===== config.mk =====
export PLATFORM = sky130hd
export DESIGN_NAME = vga_timing_gen_flat
export DESIGN_NICKNAME = d
export VERILOG_FILES = /design/src/rtl/vga_timing_gen_if.sv /design/src/rtl/vga_timing_gen.sv /design/src/flat_wrapper.sv
export SDC_FILE = /design/constraint.sdc
export NUM_CORES = 1
export LEC_CHECK = 0
export ABC_AREA = 0
export CAP_MARGIN = 20
export CELL_PAD_IN_SITES_DETAIL_PLACEMENT = 1
export CELL_PAD_IN_SITES_GLOBAL_PLACEMENT = 2
export CORE_UTILIZATION = 35
export CTS_BUF_LIST = sky130_fd_sc_hd__clkbuf_8
export CTS_CLUSTER_DIAMETER = 50
export DETAILED_ROUTE_END_ITERATION = 8
export HOLD_SLACK_MARGIN = 0.02
export PLACE_DENSITY = 0.8
export SLEW_MARGIN = 10
export SYNTH_ARGS = -nofsm -noshare
export SYNTH_HDL_FRONTEND = slang
export SYNTH_SLANG_ARGS = --single-unit
export TNS_END_PERCENT = 50

===== constraint.sdc =====
create_clock -name clk -period 2.4 [get_ports clk]
set_clock_uncertainty 0.1 [all_clocks]
set_input_delay 0.36 -clock clk [delete_from_list [all_inputs] [get_ports clk]]
set_output_delay 0.36 -clock clk [all_outputs]
set_load 0.02 [all_outputs]

===== src/rtl/vga_timing_gen_if.sv =====
// Scan-side bundle between vga_timing_gen and its consumer.
//   master (generator): takes pix_en, swap_req; drives position_x/y, draw,
//                       hsync, vsync, vblank, line_start, frame_start, swap_ack
//                       and, with VGA_FRAME_COUNT_EN defined, frame_count.
//   slave  (consumer) : the mirror image.
// Optional feature macro: VGA_FRAME_COUNT_EN adds the 16-bit frame_count signal.
interface vga_timing_gen_if;
    logic       pix_en;
    logic       swap_req;
    logic [9:0] position_x;
    logic [9:0] position_y;
    logic       draw;
    logic       hsync;
    logic       vsync;
    logic       vblank;
    logic       line_start;
    logic       frame_start;
    logic       swap_ack;
`ifdef VGA_FRAME_COUNT_EN
    logic [15:0] frame_count;
`endif

    modport master (
`ifdef VGA_FRAME_COUNT_EN
        output frame_count,
`endif
        input  pix_en, swap_req,
        output position_x, position_y, draw, hsync, vsync, vblank,
        output line_start, frame_start, swap_ack
    );

    modport slave (
`ifdef VGA_FRAME_COUNT_EN
        input  frame_count,
`endif
        output pix_en, swap_req,
        input  position_x, position_y, draw, hsync, vsync, vblank,
        input  line_start, frame_start, swap_ack
    );
endinterface


===== src/rtl/vga_timing_gen.sv =====
// Raster scan generator: h/v counters, active-area position and draw flag,
// hsync/vsync (optionally delayed to match downstream pixel latency) and a
// swap handshake that only grants on vblank entry.
// Ports:
//   clk  - system clock
//   rst  - synchronous active-high reset (priority over pix_en)
//   bus  - vga_timing_gen_if.master: pix_en/swap_req in, scan outputs out
// Optional feature macro: VGA_FRAME_COUNT_EN adds bus.frame_count, a 16-bit
// count of frame_start pulses since reset.
// H_TOTAL and V_TOTAL must both be <= 1024 (10-bit counters).
module vga_timing_gen #(
    parameter int unsigned H_ACTIVE   = 640,
    parameter int unsigned H_FP       = 16,
    parameter int unsigned H_SYNC     = 96,
    parameter int unsigned H_BP       = 48,
    parameter int unsigned V_ACTIVE   = 480,
    parameter int unsigned V_FP       = 10,
    parameter int unsigned V_SYNC     = 2,
    parameter int unsigned V_BP       = 33,
    parameter bit          SYNC_POL   = 1'b0,
    parameter int unsigned PIPE_DELAY = 0
) (
    input logic              clk,
    input logic              rst,
    vga_timing_gen_if.master bus
);
    localparam int unsigned H_TOTAL = H_ACTIVE + H_FP + H_SYNC + H_BP;
    localparam int unsigned V_TOTAL = V_ACTIVE + V_FP + V_SYNC + V_BP;

    localparam logic [9:0] H_LAST   = 10'(H_TOTAL - 1);
    localparam logic [9:0] V_LAST   = 10'(V_TOTAL - 1);
    localparam logic [9:0] H_ACT    = 10'(H_ACTIVE);
    localparam logic [9:0] V_ACT    = 10'(V_ACTIVE);
    localparam logic [9:0] HS_FIRST = 10'(H_ACTIVE + H_FP);
    localparam logic [9:0] HS_LAST  = 10'(H_ACTIVE + H_FP + H_SYNC - 1);
    localparam logic [9:0] VS_FIRST = 10'(V_ACTIVE + V_FP);
    localparam logic [9:0] VS_LAST  = 10'(V_ACTIVE + V_FP + V_SYNC - 1);

    logic [9:0] h_cnt_q, h_cnt_d;
    logic [9:0] v_cnt_q, v_cnt_d;
    logic       active;
    logic       hs_lvl, vs_lvl;
    logic       at_origin, at_vbl_entry;

    logic [9:0] pos_x_q, pos_y_q;
    logic       draw_q, vblank_q, line_start_q, frame_start_q, swap_ack_q;
    // Stage 0 is the registered sync; stages 1..PIPE_DELAY are the extra delay.
    logic [PIPE_DELAY:0] hs_pipe_q, vs_pipe_q;

    always_comb begin
        active       = (h_cnt_q < H_ACT) && (v_cnt_q < V_ACT);
        hs_lvl       = (h_cnt_q >= HS_FIRST && h_cnt_q <= HS_LAST) ? SYNC_POL : ~SYNC_POL;
        vs_lvl       = (v_cnt_q >= VS_FIRST && v_cnt_q <= VS_LAST) ? SYNC_POL : ~SYNC_POL;
        at_origin    = (h_cnt_q == 10'd0) && (v_cnt_q == 10'd0);
        at_vbl_entry = (h_cnt_q == 10'd0) && (v_cnt_q == V_ACT);

        h_cnt_d = h_cnt_q + 10'd1;
        v_cnt_d = v_cnt_q;
        if (h_cnt_q == H_LAST) begin
            h_cnt_d = 10'd0;
            v_cnt_d = (v_cnt_q == V_LAST) ? 10'd0 : v_cnt_q + 10'd1;
        end
    end

    always_ff @(posedge clk) begin
        if (rst) begin
            h_cnt_q       <= 10'd0;
            v_cnt_q       <= 10'd0;
            pos_x_q       <= 10'd0;
            pos_y_q       <= 10'd0;
            draw_q        <= 1'b0;
            vblank_q      <= 1'b0;
            line_start_q  <= 1'b0;
            frame_start_q <= 1'b0;
            swap_ack_q    <= 1'b0;
            hs_pipe_q     <= {(PIPE_DELAY + 1){~SYNC_POL}};
            vs_pipe_q     <= {(PIPE_DELAY + 1){~SYNC_POL}};
        end else begin
            // Pulses are single-cycle even when pix_en is slower than clk.
            line_start_q  <= 1'b0;
            frame_start_q <= 1'b0;
            swap_ack_q    <= 1'b0;
            if (bus.pix_en) begin
                h_cnt_q       <= h_cnt_d;
                v_cnt_q       <= v_cnt_d;
                pos_x_q       <= active ? h_cnt_q : 10'd0;
                pos_y_q       <= active ? v_cnt_q : 10'd0;
                draw_q        <= active;
                vblank_q      <= (v_cnt_q >= V_ACT);
                line_start_q  <= (h_cnt_q == 10'd0);
                frame_start_q <= at_origin;
                swap_ack_q    <= at_vbl_entry && bus.swap_req;
                hs_pipe_q[0]  <= hs_lvl;
                vs_pipe_q[0]  <= vs_lvl;
                for (int i = 1; i <= PIPE_DELAY; i++) begin
                    hs_pipe_q[i] <= hs_pipe_q[i-1];
                    vs_pipe_q[i] <= vs_pipe_q[i-1];
                end
            end
        end
    end

    assign bus.position_x  = pos_x_q;
    assign bus.position_y  = pos_y_q;
    assign bus.draw        = draw_q;
    assign bus.vblank      = vblank_q;
    assign bus.line_start  = line_start_q;
    assign bus.frame_start = frame_start_q;
    assign bus.swap_ack    = swap_ack_q;
    assign bus.hsync       = hs_pipe_q[PIPE_DELAY];
    assign bus.vsync       = vs_pipe_q[PIPE_DELAY];

`ifdef VGA_FRAME_COUNT_EN
    logic [15:0] frame_count_q;

    // Counts in the same edge that registers frame_start, so the first frame reads 1.
    always_ff @(posedge clk) begin
        if (rst) begin
            frame_count_q <= 16'd0;
        end else if (bus.pix_en && at_origin) begin
            frame_count_q <= frame_count_q + 16'd1;
        end
    end

    assign bus.frame_count = frame_count_q;
`endif

endmodule


===== src/flat_wrapper.sv =====
// flat-port wrapper written by rule: the top's interface ports become plain ports
module vga_timing_gen_flat 
#(
    parameter int unsigned H_ACTIVE   = 640,
    parameter int unsigned H_FP       = 16,
    parameter int unsigned H_SYNC     = 96,
    parameter int unsigned H_BP       = 48,
    parameter int unsigned V_ACTIVE   = 480,
    parameter int unsigned V_FP       = 10,
    parameter int unsigned V_SYNC     = 2,
    parameter int unsigned V_BP       = 33,
    parameter bit          SYNC_POL   = 1'b0,
    parameter int unsigned PIPE_DELAY = 0
)
  (clk, rst, bus_pix_en, bus_swap_req, bus_position_x, bus_position_y, bus_draw, bus_hsync, bus_vsync, bus_vblank, bus_line_start, bus_frame_start, bus_swap_ack);
  vga_timing_gen_if bus_i ();
  input logic clk;
  input logic rst;
  input wire logic [$bits(bus_i.pix_en)-1:0] bus_pix_en;
  input wire logic [$bits(bus_i.swap_req)-1:0] bus_swap_req;
  output wire logic [$bits(bus_i.position_x)-1:0] bus_position_x;
  output wire logic [$bits(bus_i.position_y)-1:0] bus_position_y;
  output wire logic [$bits(bus_i.draw)-1:0] bus_draw;
  output wire logic [$bits(bus_i.hsync)-1:0] bus_hsync;
  output wire logic [$bits(bus_i.vsync)-1:0] bus_vsync;
  output wire logic [$bits(bus_i.vblank)-1:0] bus_vblank;
  output wire logic [$bits(bus_i.line_start)-1:0] bus_line_start;
  output wire logic [$bits(bus_i.frame_start)-1:0] bus_frame_start;
  output wire logic [$bits(bus_i.swap_ack)-1:0] bus_swap_ack;
  assign bus_i.pix_en = bus_pix_en;
  assign bus_i.swap_req = bus_swap_req;
  assign bus_position_x = bus_i.position_x;
  assign bus_position_y = bus_i.position_y;
  assign bus_draw = bus_i.draw;
  assign bus_hsync = bus_i.hsync;
  assign bus_vsync = bus_i.vsync;
  assign bus_vblank = bus_i.vblank;
  assign bus_line_start = bus_i.line_start;
  assign bus_frame_start = bus_i.frame_start;
  assign bus_swap_ack = bus_i.swap_ack;
  vga_timing_gen #(.H_ACTIVE(H_ACTIVE), .H_FP(H_FP), .H_SYNC(H_SYNC), .H_BP(H_BP), .V_ACTIVE(V_ACTIVE), .V_FP(V_FP), .V_SYNC(V_SYNC), .V_BP(V_BP), .SYNC_POL(SYNC_POL), .PIPE_DELAY(PIPE_DELAY)) u_core (.clk(clk), .rst(rst), .bus(bus_i));
endmodule

# Yosys cells after proc, flatten, opt, wreduce, memory -nomap -nowiden
# Cells that the tools add are included.
# totals
reg_bits	47
inputBits	4
out_inout_bits	27
# op_classes
add_sub_neg	2
n_lt_le_gt_ge	7
eq_ne	3
muxes	6
bitwise	1
n_reduce_logical	10
# ops
operator	count
$mux W10	4
$add A10 B1 Y10 const B	2
$eq A10 B10 Y1 const B	2
$ge A10 B9 Y1 const B	2
$logic_not A10 Y1	2
$eq A10 B9 Y1 const B	1
$ge A10 B10 Y1 const B	1
$le A10 B10 Y1 const B	1
$le A10 B9 Y1 const B	1
$lt A10 B10 Y1 const B	1
$lt A10 B9 Y1 const B	1
$logic_and A1 B1 Y1	6
$mux W1	2
$reduce_and A2 Y1	1
$reduce_or A2 Y1	1
$not A1 Y1	1

# Logic depth before layout (Yosys ltp)
# logic_depth
word_depth	3
depth_mapped	7
depth_no_buf	6

# Least setup slack after synthesis
# OpenSTA, ideal clock, no wires.
# synth_timing
path_type	register to register
from	register u_core.v_cnt_q[0]
to	register u_core.v_cnt_q[7]
t_arrival_ns	1.630
slack_ns	0.600
stages_incl_launch_ff	7
path_buffers	0
period_less_slack_ns	1.800
path_cell_list	dfxtp_1 -> inv_1 -> ha_1 -> and2b_4 -> and3_1 -> or4_1 -> a21oi_1
# synth_via
elab_chain_cells	2
word_cells_on_any_way	3
cone_classes	add/sub (1); eq/ne (1); mux (1)
# synth_lines
element	line_no	text
from (decl)	vga_timing_gen.sv:40	logic [9:0] v_cnt_q, v_cnt_d;
from (signal assigned)	vga_timing_gen.sv:85	v_cnt_q <= v_cnt_d;
$add A10 B1 Y10 or $eq A10 B10 Y1 (tied branches)	vga_timing_gen.sv:61	v_cnt_d = (v_cnt_q == V_LAST) ? 10'd0 : v_cnt_q + 10'd1;
$mux W10 (*)	vga_timing_gen.sv:61	
# Every way passes the cells marked *; elsewhere a longest branch is shown, timed or not.
# A chain may end at the register's enable or synchronous reset.

# Final worst setup path
# Ends and elaborated chain as after synthesis.

==> impl_results.md <==
* H-tree depth at 2
* CTS sink cnt at 47
* Port Buffer Count at 30
* Vias at 1624
* Relative slew slack at 34.9%
* Setup Buffers After CTS at 0
* Post-synthesis xor/xnor area fraction at 5.16%
* Largest family of logic cells by synthesized area: simple AND/OR/NAND/NOR gates
* Vias in the first global route at 1576
* Die width at 78.3 microns
* GPL Wtd Cong at 0.798
* WL per Instance at 15.8 microns
* Die footprint at 6130 sq um
* Largest net degree at the start of global routing at 21
* Required @ worst endpoint at 2540 ps
* Simple-gate share of the synthesized area at 23.1%
* Max Clock Freq at 483 MHz
* Vias per Instance at 5.31
* Die Y at 78.3 microns
* Crit Path Category: reg2reg
* Gr usage total at 17.0%
* DRT iter0 DRCs at 72
* Endpoint class of the critical path: flip-flop
* Clock transition at path regs at 90 ps
* FFs w/ async S/R, synth at 0%
* # rows at 27
* RR Startpoint: u_core.v_cnt_q[0]
* Diode count at 0
* Initial Util at 36.5%
* Net count after synthesis at 211
* Drt pass-1 iters at 4
* Top_reg_cell synth: dfxtp_1
* Nets at 242
* Hold_ws at 361 ps
* CP startpoint: u_core.v_cnt_q[0]
* CP Max Fanout at 6
* Worst r2r dst: u_core.v_cnt_q[7]
* Final antenna-violating net count at 0
* Power density over the cells at 595 nW/um^2
* Fraction of final layout cells with drive strength greater than 1 at 11.1%
* Maximum buffer depth of the clock tree at 2
* Synth Area in Adders at 3.07%
* Cells on worst reg2reg path at 6
* Final Power at 1.48 mW
* # resized after CTS at 0
* Mean post-synth cell area at 10.1 sq um
* VDD IR max at 0.252 mV
* Worst setup SP type: flip-flop
* P_leak at 0.944 nW
* # hold bufs at CTS at 0
* Gr ovfl total at 0
* Post-synthesis compound-gate area fraction at 16.0%
* Period Utilization, post-route at 86.3%
* Initial antenna violation count at 0
* Final hold viol count at 0
* Seq cells post-synth at 47
* Slew at the pin with the worst max-slew slack at 973 ps
* CP endpoint: u_core.v_cnt_q[7]
* Library cells used by synthesis at 46
* Hold WC Path Type: reg2reg
* Min cycle time layout at 2070 ps
* Cell Area, Synth at 2040 sq um
* Half-perimeter wire length after placement at 3420 microns
* Mux cell area share after synthesis at 0%
* Remaining DRCs at 0
* Final setup fails at 0
* TritonCTS clock tree: done
* Worst-Skew Late Latency at 300 ps
* RSZ-0062 raised after global routing: false
* Status: complete, no violations
* Crit path DAT at 2210 ps
* Area Growth Syn to Fin at 22.3%
* Cts bufs inserted at 5
* Post-Route Setup TNS at 0 ps
* CTS Root Cell: clkbuf_8
* First-pass GRT wire length at 8130 microns
* Seq/Total Area, Yosys at 46.2%
* Routed WL at 4840 microns
* R2R setup slack at 330 ps
* Synthesis Warnings at 0
* Number of synthesized flops with an enable pin at 0
* Core area at 5570 sq um
* Max cap viols at 0
* Synthesized instance count at 202
* Num ports at 31
* Final Max Slew Viols at 0
==> registers in the layout (all words and copies together), names as in the netlist <==
signal and count:
u_core.h_cnt_q 10, u_core.bus.position_x 10, u_core.bus.vblank 1, u_core.bus.position_y 10
u_core.bus.hsync 1, u_core.bus.frame_start 1, u_core.v_cnt_q 10, u_core.bus.line_start 1
u_core.bus.swap_ack 1, u_core.bus.draw 1, u_core.bus.vsync 1
==> worst min path at each step <==
stage | from | endpoint | depth (start not counted)
after floorplan | rst | u_core.bus.hsync | 1
after global placement | u_core.bus.draw | u_core.bus.draw | 1
after detailed placement | u_core.bus.draw | u_core.bus.draw | 1
after CTS | u_core.bus.draw | u_core.bus.draw | 1
after global routing | u_core.bus.position_y[9] | u_core.bus.position_y[9] | 1
final | u_core.bus.draw | u_core.bus.draw | 1
==> cell usage in the layout, fill, tap and decap left out, types with 2 or more instances in the layout <==
| master | instances |
|---|---|
| or4_1 | 3 |
| o21ai_0 | 5 |
| nor2_1 | 23 |
| dfxtp_1 | 47 |
| nor3_1 | 4 |
| a22o_1 | 18 |
| a21oi_1 | 7 |
| buf_4 | 7 |
| nand3_1 | 9 |
| ha_1 | 5 |
| nand2_1 | 3 |
| clkdlybuf4s50_1 | 30 |
| nand4_1 | 6 |
| and4b_1 | 2 |
| and4_1 | 4 |
| clkbuf_8 | 6 |
| xor2_1 | 7 |
| inv_1 | 7 |
| and4_2 | 2 |
| a31oi_1 | 2 |
| and3_1 | 6 |
| nor4b_1 | 2 |
| a211oi_1 | 2 |
| xnor2_1 | 5 |
| a21o_1 | 2 |
==> power by group <==
group / switching (mW) / internal [mW]
clock: 0.273 / 0.337
combinational: 0.0430 / 0.0322
sequential: 0.00701 / 0.789
total: 0.323 / 1.16
==> worst max-delay path, cell delays in order (launching register included) <==
cell and delay [ps]:
dfxtp_1 490, inv_1 160, ha_1 230, and2b_4 180, and3_1 200, or4_1 500
a21oi_1 150
==> cell usage after synthesis (all sizes together), types with 2 or more instances <==
master  count  area, sq um
or4         3         22.5
and3        7         48.8
and4b       2         20.0
a31oi       2         12.5
clkbuf      6         43.8
nor2       24          106
o21ai       5         25.0
or2         2         12.5
nor4b       2         17.5
a21oi       7         35.0
and4        6         55.1
nand4       7         58.8
and2        2         13.8
a211oi      3         27.5
a22o       19          168
xor2        7         61.3
nand2       3         11.3
nor3        4         20.0
nand3       9         45.0
xnor2       5         43.8
ha          5         62.6
a21o        2         15.0
inv         7         26.3
dfxtp      47          941
buf         7         62.6
==> per-stage QoR <==
step | util [%] | setup slack (ps) | cell area [sq um] | cells
after floorplan | - | 600 | 2040 | 202
after global placement | 42.6 | 114 | 2370 | 298
after detailed placement | 42.6 | 81.1 | 2370 | 298
after CTS | 44.7 | 336 | 2490 | 306
after global routing | 44.7 | 244 | 2490 | 306
final | 44.7 | 330 | 2490 | 306
==> final cells by class <==
cell class / count / area [sq um]
clock buffers: 6 / 82.6
well taps: 72 / 90.1
fillers: 642 / 3080
multi-input cells: 135 / 963
inverters: 7 / 26.3
clock inverters: 2 / 35.0
flip-flops and latches: 47 / 941
repair buffers: 37 / 353
==> layer usage <==
| layer | track usage, % | wire length [microns] |
|---|---|---|
| met5 | 0 | 0 |
| met4 | 6.67 | 86 |
| met1 | 23.3 | 2490 |
| met3 | 3.60 | 136 |
| met2 | 26.0 | 2130 |
==> kinds of logic after synthesis <==
family,after synthesis
adders and majority gates,5
DFF,47
and+or+nand+nor,75
AOI/OAI and AO/OA,43
xor gates and xnor gates,12
buffers and inverters,20
Power figures use the tool's default switching activity.
